==> config.mk <==
export PLATFORM = sky130hd
export DESIGN_NAME = act_lanes_flat
export DESIGN_NICKNAME = d
export VERILOG_FILES = /design/src/rtl/act_lanes_if.sv /design/src/rtl/act_lanes.sv /design/src/flat_wrapper.sv
export SDC_FILE = /design/constraint.sdc
export NUM_CORES = 1
export LEC_CHECK = 0
export ABC_AREA = 1
export CORE_AREA = 2 2 168 120
export CTS_CLUSTER_SIZE = 25
export DETAILED_ROUTE_END_ITERATION = 8
export DIE_AREA = 0 0 170 122
export GPL_ROUTABILITY_DRIVEN = 0
export GPL_TIMING_DRIVEN = 0
export MAX_ROUTING_LAYER = met4
export PLACE_DENSITY_LB_ADDON = 0.12
export SYNTH_ARGS = -nofsm -noshare
export SYNTH_HDL_FRONTEND = slang
export SYNTH_SLANG_ARGS = --single-unit
==> constraint.sdc <==
create_clock -name clk -period 2.6 [get_ports clk]
set_clock_uncertainty 0.1 [all_clocks]
set_input_delay 0.52 -clock clk [delete_from_list [all_inputs] [get_ports clk]]
set_output_delay 0.52 -clock clk [all_outputs]
set_load 0.05 [all_outputs]
==> src/rtl/act_lanes_if.sv <==
// Beat-level handshake bundle for act_lanes: input beat with per-beat mode fields, output beat,
// and the zero-lane statistics side channel. The slave modport is the activation unit's view.
interface act_lanes_if #(
   parameter int LANES  = 2,
   parameter int LWIDTH = 16,
   parameter int SHW    = 4,
   parameter int CWIDTH = 16
);
   localparam int DWIDTH = LANES * LWIDTH;

   logic                i_valid;
   logic                o_ready;
   logic [DWIDTH-1:0]   i_data;
   logic [1:0]          i_mode;
   logic [LWIDTH-2:0]   i_clip;
   logic [SHW-1:0]      i_shift;
   logic                o_valid;
   logic                i_ready;
   logic [DWIDTH-1:0]   o_data;
   logic                i_zclr;
   logic [CWIDTH-1:0]   o_zcnt;

   modport slave (
      input  i_valid, i_data, i_mode, i_clip, i_shift, i_ready, i_zclr,
      output o_ready, o_valid, o_data, o_zcnt
   );

   modport master (
      output i_valid, i_data, i_mode, i_clip, i_shift, i_ready, i_zclr,
      input  o_ready, o_valid, o_data, o_zcnt
   );
endinterface

==> src/rtl/act_lanes.sv <==
// Multi-lane activation (bypass/ReLU/clipped ReLU/leaky ReLU); latency 2 cycles, 1 beat/cycle.
// Backpressure: o_ready is combinational from i_ready, stalled stages hold; ACT_ZCNT_EN adds o_zcnt.
module act_lanes #(
   parameter int LANES  = 2,
   parameter int LWIDTH = 16,
   parameter int SHW    = 4,
   parameter int CWIDTH = 16
) (
   input  logic         clk,
   input  logic         arst_n,
   act_lanes_if.slave   bus
);
   localparam int DWIDTH = LANES * LWIDTH;

   typedef enum logic [1:0] {
      MODE_BYP   = 2'd0,
      MODE_RELU  = 2'd1,
      MODE_CLIP  = 2'd2,
      MODE_LEAKY = 2'd3
   } mode_e;

   typedef struct packed {
      logic [DWIDTH-1:0] data;
      mode_e             mode;
      logic [LWIDTH-2:0] clip;
      logic [SHW-1:0]    shift;
   } beat_t;

   logic              v1_q;
   logic              v2_q;
   beat_t             s1_q;
   beat_t             s1_nxt;
   logic [DWIDTH-1:0] s2_q;
   logic [DWIDTH-1:0] s2_nxt;
   logic              s1_go;
   logic              s2_go;

   // Clip is an unsigned ceiling, so it is always compared as a non-negative lane value.
   function automatic logic [LWIDTH-1:0] act_lane(
      input logic [LWIDTH-1:0] x_raw,
      input mode_e             mode,
      input logic [LWIDTH-2:0] clip,
      input logic [SHW-1:0]    shift
   );
      logic signed [LWIDTH-1:0] x;
      logic signed [LWIDTH-1:0] c;
      logic                     neg;
      logic [LWIDTH-1:0]        y;
      x   = $signed(x_raw);
      c   = $signed({1'b0, clip});
      neg = x_raw[LWIDTH-1];
      y   = x_raw;
      case (mode)
         MODE_RELU: begin
            if (neg) y = '0;
         end
         MODE_CLIP: begin
            if (neg)        y = '0;
            else if (x > c) y = c;
         end
         MODE_LEAKY: begin
            if (neg) y = x >>> shift;
         end
         default: y = x_raw;
      endcase
      return y;
   endfunction

   assign s2_go       = !v2_q || bus.i_ready;
   assign s1_go       = !v1_q || s2_go;
   assign bus.o_ready = s1_go;
   assign bus.o_valid = v2_q;
   assign bus.o_data  = s2_q;

   always_comb begin
      s1_nxt       = '0;
      s1_nxt.data  = bus.i_data;
      s1_nxt.mode  = mode_e'(bus.i_mode);
      s1_nxt.clip  = bus.i_clip;
      s1_nxt.shift = bus.i_shift;
   end

   always_comb begin
      s2_nxt = '0;
      for (int k = 0; k < LANES; k++) begin
         s2_nxt[k*LWIDTH +: LWIDTH] = act_lane(s1_q.data[k*LWIDTH +: LWIDTH],
                                               s1_q.mode, s1_q.clip, s1_q.shift);
      end
   end

   always_ff @(posedge clk or negedge arst_n) begin
      if (!arst_n) begin
         v1_q <= 1'b0;
         s1_q <= '0;
      end else if (s1_go) begin
         v1_q <= bus.i_valid;
         if (bus.i_valid) s1_q <= s1_nxt;
      end
   end

   always_ff @(posedge clk or negedge arst_n) begin
      if (!arst_n) begin
         v2_q <= 1'b0;
         s2_q <= '0;
      end else if (s2_go) begin
         v2_q <= v1_q;
         if (v1_q) s2_q <= s2_nxt;
      end
   end

`ifdef ACT_ZCNT_EN
   localparam int ZW = CWIDTH + $clog2(LANES + 1) + 1;

   logic [CWIDTH-1:0] zcnt_q;
   logic [ZW-1:0]     zlanes;
   logic [ZW-1:0]     zsum;

   // Zeroed lanes are counted as the beat moves S1->S2 so stalls never double count.
   always_comb begin
      zlanes = '0;
      if (v1_q && s2_go && (s1_q.mode == MODE_RELU || s1_q.mode == MODE_CLIP)) begin
         for (int k = 0; k < LANES; k++) begin
            zlanes = zlanes + ZW'(s1_q.data[k*LWIDTH + LWIDTH - 1]);
         end
      end
      zsum = ZW'(zcnt_q) + zlanes;
   end

   always_ff @(posedge clk or negedge arst_n) begin
      if (!arst_n) begin
         zcnt_q <= '0;
      end else if (bus.i_zclr) begin
         zcnt_q <= '0;
      end else if (zsum > ZW'({CWIDTH{1'b1}})) begin
         zcnt_q <= '1;
      end else begin
         zcnt_q <= zsum[CWIDTH-1:0];
      end
   end

   assign bus.o_zcnt = zcnt_q;
`else
   logic unused_zclr;
   assign unused_zclr = bus.i_zclr;
   assign bus.o_zcnt  = '0;
`endif

`ifndef SYNTHESIS
   a_stall_hold: assert property (@(posedge clk) disable iff (!arst_n)
      (bus.o_valid && !bus.i_ready) |=> (bus.o_valid && $stable(bus.o_data)));
`endif

endmodule

==> src/flat_wrapper.sv <==
// flat-port wrapper written by rule: the top's interface ports become plain ports
module act_lanes_flat 
#(
   parameter int LANES  = 2,
   parameter int LWIDTH = 16,
   parameter int SHW    = 4,
   parameter int CWIDTH = 16
)
  (clk, arst_n, bus_i_valid, bus_i_data, bus_i_mode, bus_i_clip, bus_i_shift, bus_i_ready, bus_i_zclr, bus_o_ready, bus_o_valid, bus_o_data, bus_o_zcnt);
  act_lanes_if #(.LANES(LANES), .LWIDTH(LWIDTH), .SHW(SHW), .CWIDTH(CWIDTH)) bus_i ();
  input  logic clk;
  input  logic arst_n;
  input wire logic [$bits(bus_i.i_valid)-1:0] bus_i_valid;
  input wire logic [$bits(bus_i.i_data)-1:0] bus_i_data;
  input wire logic [$bits(bus_i.i_mode)-1:0] bus_i_mode;
  input wire logic [$bits(bus_i.i_clip)-1:0] bus_i_clip;
  input wire logic [$bits(bus_i.i_shift)-1:0] bus_i_shift;
  input wire logic [$bits(bus_i.i_ready)-1:0] bus_i_ready;
  input wire logic [$bits(bus_i.i_zclr)-1:0] bus_i_zclr;
  output wire logic [$bits(bus_i.o_ready)-1:0] bus_o_ready;
  output wire logic [$bits(bus_i.o_valid)-1:0] bus_o_valid;
  output wire logic [$bits(bus_i.o_data)-1:0] bus_o_data;
  output wire logic [$bits(bus_i.o_zcnt)-1:0] bus_o_zcnt;
  assign bus_i.i_valid = bus_i_valid;
  assign bus_i.i_data = bus_i_data;
  assign bus_i.i_mode = bus_i_mode;
  assign bus_i.i_clip = bus_i_clip;
  assign bus_i.i_shift = bus_i_shift;
  assign bus_i.i_ready = bus_i_ready;
  assign bus_i.i_zclr = bus_i_zclr;
  assign bus_o_ready = bus_i.o_ready;
  assign bus_o_valid = bus_i.o_valid;
  assign bus_o_data = bus_i.o_data;
  assign bus_o_zcnt = bus_i.o_zcnt;
  act_lanes #(.LANES(LANES), .LWIDTH(LWIDTH), .SHW(SHW), .CWIDTH(CWIDTH)) u_core (.clk(clk), .arst_n(arst_n), .bus(bus_i));
endmodule
==> summary.txt, run 1 <==
Outcome
  – Status: complete, no violations

Logic synthesis
  – Mapped Cells: 1002
  – Synth Area in Compound Gates: 15.3%
  – Netlist cell types: 35
  – Post-synthesis mux area share: 0.492%
  – Syn_area_per_cell: 6.59 um^2
  – Post-synth EDFFs: 0
  – Adder-Cell Fraction of Synth Area: 5.68%
  – Largest family of logic cells by synthesized area: simple AND/OR/NAND/NOR gates
  – Synth Register Bits: 87
  – Cell Area, Synth: 6610 um^2
  – Post-synthesis async set-or-reset flop share: 100%
  – Register area share after synthesis: 32.9%
  – Synth Area in Simple Gates: 34.8%
  – Synth Area in XOR/XNOR: 0%
  – Synth warnings: 0
  – Main synth FF type: dfrtp_1

Final layout
  – NumNets Final: 1211
  – Final Cell Area: 8310 um^2
  – Most common library cell in the layout ignoring fill and taps: nand2_1
  – Most frequent cells in the layout: nand2_1 (302), nand3_1 (131), a21oi_1 (114)
  – Diodes inserted: 0
  – Layout Cells excl Fill: 1374
  – Synth-to-layout area growth: 25.7%
  – Final core occ: 42.9%
  – Share of cells above drive strength 1: 7.63%

Clock network
  – CTS tree: done
  – CTS H-tree depth: 3
  – Total CTS buffers: 9
  – CTS Hold Bufs: 0
  – CTS root buffer: clkbuf_16
  – Sink Count: 87
  – Maximum buffer depth of the clock tree: 2
  – Worst-path clk slew: 0.07 ns
  – Latest clock arrival within the worst-skew pair: 0.36 ns

Timing
  – Final setup viols: 0
  – RSZ-0062 raised after global routing: yes
  – Final hold violation count: 0
  – Setup TNS: 0 ns
  – Post-layout worst setup margin: 0.0185 ns
  – Relative slew slack: 50.5%
  – Final Cycle Share: 99.3%
  – Hold Slack: 0.0521 ns
  – Slew @ Worst Pin: 0.742 ns
  – Crit path time final: 2.58 ns
  – Final Max Tran Viols: 0
  – Fmax: 387 MHz

Route
  – Wire per inst: 18.1 um
  – DR WL met2: 9820 um
  – First-pass detailed-route iteration total: 7
  – DRT iter0 DRCs: 956
  – Met1 Routed Length: 12700 um
  – Metal3 WL: 2020 um
  – Via Count: 7168
  – DRC viols: 0
  – Final wirelength: 24900 um
  – Post-route ant nets: 0
  – Top Metal Used: met4
  – Via-per-instance ratio: 5.22

Floorplanning
  – Die Y-Extent: 122 um
  – Core Rows: 43
  – Die area: 20700 um^2
  – Die X: 170 um
  – Io pins: 108
  – Core Box Area: 19400 um^2
  – Initial Util: 34.1%

Worst setup path
  – WP data arrival: 2.78 ns
  – Req. time, crit path: 2.80 ns
  – Setup Crit Path Kind: reg -> reg
  – CP max FO: 10
  – CP Launch Type: flop
  – Crit. End Element: flop

Place
  – Port Buf Inserts: 90
  – Worst slack, placed: -0.370 ns
  – HPWL after detailed placement: 19300 um
  – Placed instance count: 1355
  – DP Area: 7900 um^2

Pwr
  – P_leak: 4.05 nW
  – Maximum vdd drop: 0.404 mV
  – Pwr Total: 7.07 mW
  – Power Density: 851 nW/um^2

Worst hold path
  – Hold Path Class: in -> async

GRT
  – Gr ovfl total: 0
  – Pin count of the biggest net entering global routing: 49
  – Antenna violations before repair: 0
  – All-Layer GR Usage: 25.6%
  – Vias in the first global route: 6595
  – Global-route wire length before repair: 38800 um

Job
  – Max Cap Viol: 0
==> path summary, 6_finish.rpt <==
path / startpoint / endpoint / slack [ns] / cells after the start
max: u_core.s1_q[13] / u_core.bus.o_data[14] / 0.02 / 13
min: arst_n / u_core.bus.o_data[10] / 0.05 / 1
max reg2reg: u_core.s1_q[13] / u_core.bus.o_data[14] / 0.02 / 13
min reg2reg: u_core.bus.o_data[15] / u_core.bus.o_data[15] / 0.38 / 2
max in group asynchronous: arst_n / u_core.s1_q[5] / 1.70 / 2
min in group clk: u_core.bus.o_data[15] / u_core.bus.o_data[15] / 0.38 / 2
==> registers in the layout (all words and copies together), names as in the netlist <==
name and count:
u_core.bus.o_data 32, u_core.bus.o_valid 1, u_core.s1_q 53, u_core.v1_q 1
==> cells in the mapped netlist, drive strengths merged (2+ instances only) <==
cell / number / share of area (%)
nand3: 133 / 10
clkbuf: 40 / 2.3
o211ai: 10 / 1.1
o21bai: 3 / 0.34
ha: 30 / 5.7
inv: 82 / 4.7
buf: 36 / 3.7
o21ai: 59 / 4.5
dfrtp: 87 / 33
or2: 6 / 0.57
nand4: 17 / 1.8
nand2: 308 / 18
nor2: 67 / 3.9
mux2: 2 / 0.34
a21oi: 115 / 8.8
==> critical path: stages, from the launching register on <==
cell,delay (ns)
dfrtp_1,0.37
clkinvlp_4,0.27
ha_4,0.38
nand4_1,0.14
nor3_4,0.39
nand2_2,0.11
nand2_4,0.11
nand3_4,0.11
buf_6,0.17
nand2_1,0.06
nand3_1,0.06
nand2_1,0.10
nand2_1,0.08
nand2_1,0.06
==> cell families after synthesis <==
family,Yosys count
AOI/OAI and AO/OA,190
adders and majority gates,30
buffers and inverters,159
DFF,87
muxes,3
other,1
and+or+nand+nor,532
==> routing by layer <==
layer | GRT usage [%] | vias up
met2 | 33.5 | 319
li1 | - | 3507
met1 | 40.1 | 3314
met4 | 5.66 | 0
met5 | - | -
met3 | 4.55 | 28
==> report_power, final <==
group	switching, mW	internal [mW]	leakage [nW]	total, mW
logic	2.54	1.18	2.89	3.72
registers	0.233	1.68	1.01	1.91
clock network	0.598	0.839	0.145	1.44
==> cell type report <==
type                            instances  area [um^2]
Inverter                               83          318
Clock buffer                           10          229
Buffer                                 76          407
Fill cell                            2093        11100
Multi-Input combinational cell        771         3830
Timing Repair Buffer                   95          955
Sequential cell                        87         2180
Clock inverter                          5         83.8
Tap cell                              247          309
==> timing repair <==
item | 4_1_cts | 5_1_grt
resized for setup | 2 | 17
pin swaps | 0 | 7
buffers inserted | 0 | 4
endpoints found under the setup margin | 2 | 40
(Power assumes the default switching activity.)
==> inputs of run 2 (changes only) <==
--- a/config.mk
+++ b/config.mk
@@ -12,7 +12,6 @@
 export DIE_AREA = 0 0 170 122
 export GPL_ROUTABILITY_DRIVEN = 0
 export GPL_TIMING_DRIVEN = 0
-export MAX_ROUTING_LAYER = met4
 export PLACE_DENSITY_LB_ADDON = 0.12
 export SYNTH_ARGS = -nofsm -noshare
 export SYNTH_HDL_FRONTEND = slang
==> run 2 against run 1 <==
Die area unchanged. Core utilization unchanged. Final cell count unchanged. Worst setup slack improved by 0.0020 ns. Register-to-register slack about the same. First-iteration DRC count decreased by 1.3%. Worst hold slack got worse by 0.0016 ns. Design area unchanged. Critical path depth unchanged. Wire length decreased by 0.25%. Clock-buffer cell count unchanged. Combinational power about the same. Critical endpoint unchanged.
==> summary.txt, run 2 (synthesized netlist as in run 1, its figures left out) <==
GRT
  – Vias in the first global route: 6599 (+0.061%)
  – Pin count of the biggest net entering global routing: 49 (unchanged)
  – Global-route wire length before repair: 38800 um (about the same)
  – Gr ovfl total: 0 (unchanged)
  – Antenna violations before repair: 0 (unchanged)
  – All-Layer GR Usage: 24.9% (-0.73 points)

Floorplanning
  – Die area: 20700 um^2 (unchanged)
  – Core Rows: 43 (unchanged)
  – Die Y-Extent: 122 um (unchanged)
  – Core Box Area: 19400 um^2 (unchanged)
  – Die X: 170 um (unchanged)
  – Initial Util: 34.1% (unchanged)
  – Io pins: 108 (unchanged)

Worst setup path
  – CP max stage delay: 0.39 ns (about the same)
  – Req. time, crit path: 2.80 ns (about the same)
  – CP cell instances: clkinvlp_4 -> ha_4 -> nand4_1 -> nor3_4 -> nand2_2 -> nand2_4 -> nand3_4 -> buf_6 -> nand2_1 -> nand3_1 -> nand2_1 -> nand2_1 -> nand2_1
  – Setup Crit Path Kind: reg -> reg
  – CP max FO: 10 (unchanged)
  – CP Launch Type: flop
  – Worst Setup SP: u_core.s1_q[13]
  – Critical path's most frequent cell: nand2_1
  – Reg2reg start: u_core.s1_q[13]
  – Crit. End Element: flop
  – CP max stage cell: nor3_4
  – WP data arrival: 2.78 ns (about the same)

Final layout
  – Largest register by flop count: u_core.s1_q
  – Filler cell count: 2093 (unchanged)
  – Layout Cells excl Fill: 1374 (unchanged)
  – Max reg flops: 53 (unchanged)
  – Multi-input gate area: 3830 um^2 (unchanged)
  – Diodes inserted: 0 (unchanged)
  – Seq. cell area: 2180 um^2 (unchanged)
  – NumNets Final: 1211 (unchanged)
  – Share of cells above drive strength 1: 7.63% (unchanged)
  – Most frequent cells in the layout: nand2_1 (302), nand3_1 (131), a21oi_1 (114)
  – Synth-to-layout area growth: 25.7% (unchanged)
  – Most common library cell in the layout ignoring fill and taps: nand2_1

Pwr
  – Switching Fraction: 47.6% (about the same)
  – P_leak: 4.05 nW (unchanged)
  – Pwr Total: 7.06 mW (about the same)
  – Share of total power in the clock network: 20.3% (about the same)
  – Net Switching: 3.36 mW (-0.15%)
  – Comb power frac: 52.6% (about the same)
  – Maximum vdd drop: 0.403 mV (-0.19%)
  – Int Pwr: 3.70 mW (about the same)
  – Seq pwr share: 27.1% (about the same)
  – Power Density: 850 nW/um^2 (about the same)

Clock network
  – CTS H-tree depth: 3 (unchanged)
  – Worst-path clk slew: 0.07 ns (about the same)
  – Total CTS buffers: 9 (unchanged)
  – CTS Hold Bufs: 0 (unchanged)
  – Maximum buffer depth of the clock tree: 2 (unchanged)
  – Sink Count: 87 (unchanged)
  – CTS tree: done
  – Latest clock arrival within the worst-skew pair: 0.36 ns (about the same)
  – CTS root buffer: clkbuf_16

Timing
  – Final hold violation count: 0 (unchanged)
  – Hold Slack: 0.0505 ns (-0.00163 ns)
  – Final setup viols: 0 (unchanged)
  – Crit path time final: 2.58 ns (-0.00199 ns)
  – Post-layout worst setup margin: 0.0205 ns (+0.00199 ns)
  – Slew @ Worst Pin: 0.772 ns (+0.0306 ns)
  – Fmax: 388 MHz (about the same)
  – Final Cycle Share: 99.2% (about the same)
  – RSZ-0062 raised after global routing: yes
  – Final Max Tran Viols: 0 (unchanged)
  – Relative slew slack: 48.5% (-2.0 points)

Worst hold path
  – Hold Path Class: in -> async

Route
  – Via-per-instance ratio: 5.24 (+0.49%)
  – Wire per inst: 18.1 um (-0.25%)
  – Via Count: 7203 (+0.49%)
  – DRC viols: 0 (unchanged)
  – Post-route ant nets: 0 (unchanged)
  – DRT iter0 DRCs: 944 (-1.3%)
  – First-pass detailed-route iteration total: 8 (+1)
  – Final wirelength: 24800 um (-0.25%)

Place
  – Placed instance count: 1355 (unchanged)
  – Port Buf Inserts: 90 (unchanged)
  – HPWL after detailed placement: 19300 um (unchanged)
  – Worst slack, placed: -0.370 ns (unchanged)

Outcome
  – Status: complete, no violations

Job
  – Max Cap Viol: 0 (unchanged)
[run 2: cell counts in the layout (fill, tap and decap cells not counted)]
No cell type changed its count.
[run 2: layout make-up]
cell class              instances  share of cell area (%)
clock inverters                 5                    1.01
multi-input cells             771                    46.1
flip-flops and latches         87                    26.2
well taps                     247                    3.72
plain buffers                  76                    4.90
inverters                      83                    3.83
clock buffers                  10                    2.76
repair buffers                 95                    11.5
[run 2: repair_timing]
action | in CTS | in global routing
gates cloned | 0 | 0
setup endpoints to repair | 2 | 40
buffers inserted | 0 | 4
pin swaps | 0 | 7
resized for setup | 2 | 17
[run 2: worst paths after layout]
check	depth (start not counted)	endpoint	slack, ns
setup / recovery	13	u_core.bus.o_data[14]	0.02
hold / removal	1	u_core.bus.o_data[10]	0.05
setup reg to reg	13	u_core.bus.o_data[14]	0.02
hold reg to reg	2	u_core.bus.o_data[15]	0.38
max in group asynchronous	2	u_core.s1_q[5]	1.70
min in group clk	2	u_core.bus.o_data[15]	0.38
[run 2: power by group through the flow]
stage | sequential, mW | clock (mW) | combinational [mW]
after floorplan | 2.60 | 0 | 1.74
after global placement | 1.93 | 0 | 3.61
after detailed placement | 1.93 | 0 | 3.63
after CTS | 1.91 | 1.46 | 3.64
after global routing | 1.96 | 1.52 | 4.07
final | 1.91 | 1.44 | 3.72
[run 2: per-layer routing]
layer / vias up / track usage, % / wire length (um)
li1: 3511 / - / -
met1: 3351 / 40.1 / 12700
met2: 317 / 33.4 / 9780
met3: 24 / 4.84 / 2010
met4: 0 / 5.66 / 280
met5: - / 0 / 0
[run 2: metrics by stage]
step | util, % | setup TNS (ns) | area, um^2
4_1_cts | 42.4 | 0 | 8210
3_3_place_gp | 40.7 | -228.83 | 7870
5_1_grt | 42.9 | -0.336 | 8310
6_report | 42.9 | 0 | 8310
2_1_floorplan | - | 0 | 6660
3_5_place_dp | 40.8 | -13.09 | 7900
[run 2: critical path, delay by kind of cell (launching register included)]
family	cells	cell delay, ns
adder cells (fa/ha/maj)	1	0.37
buffers and inverters	2	0.44
flip-flops	1	0.37
AND/OR/NAND/NOR	10	1.22
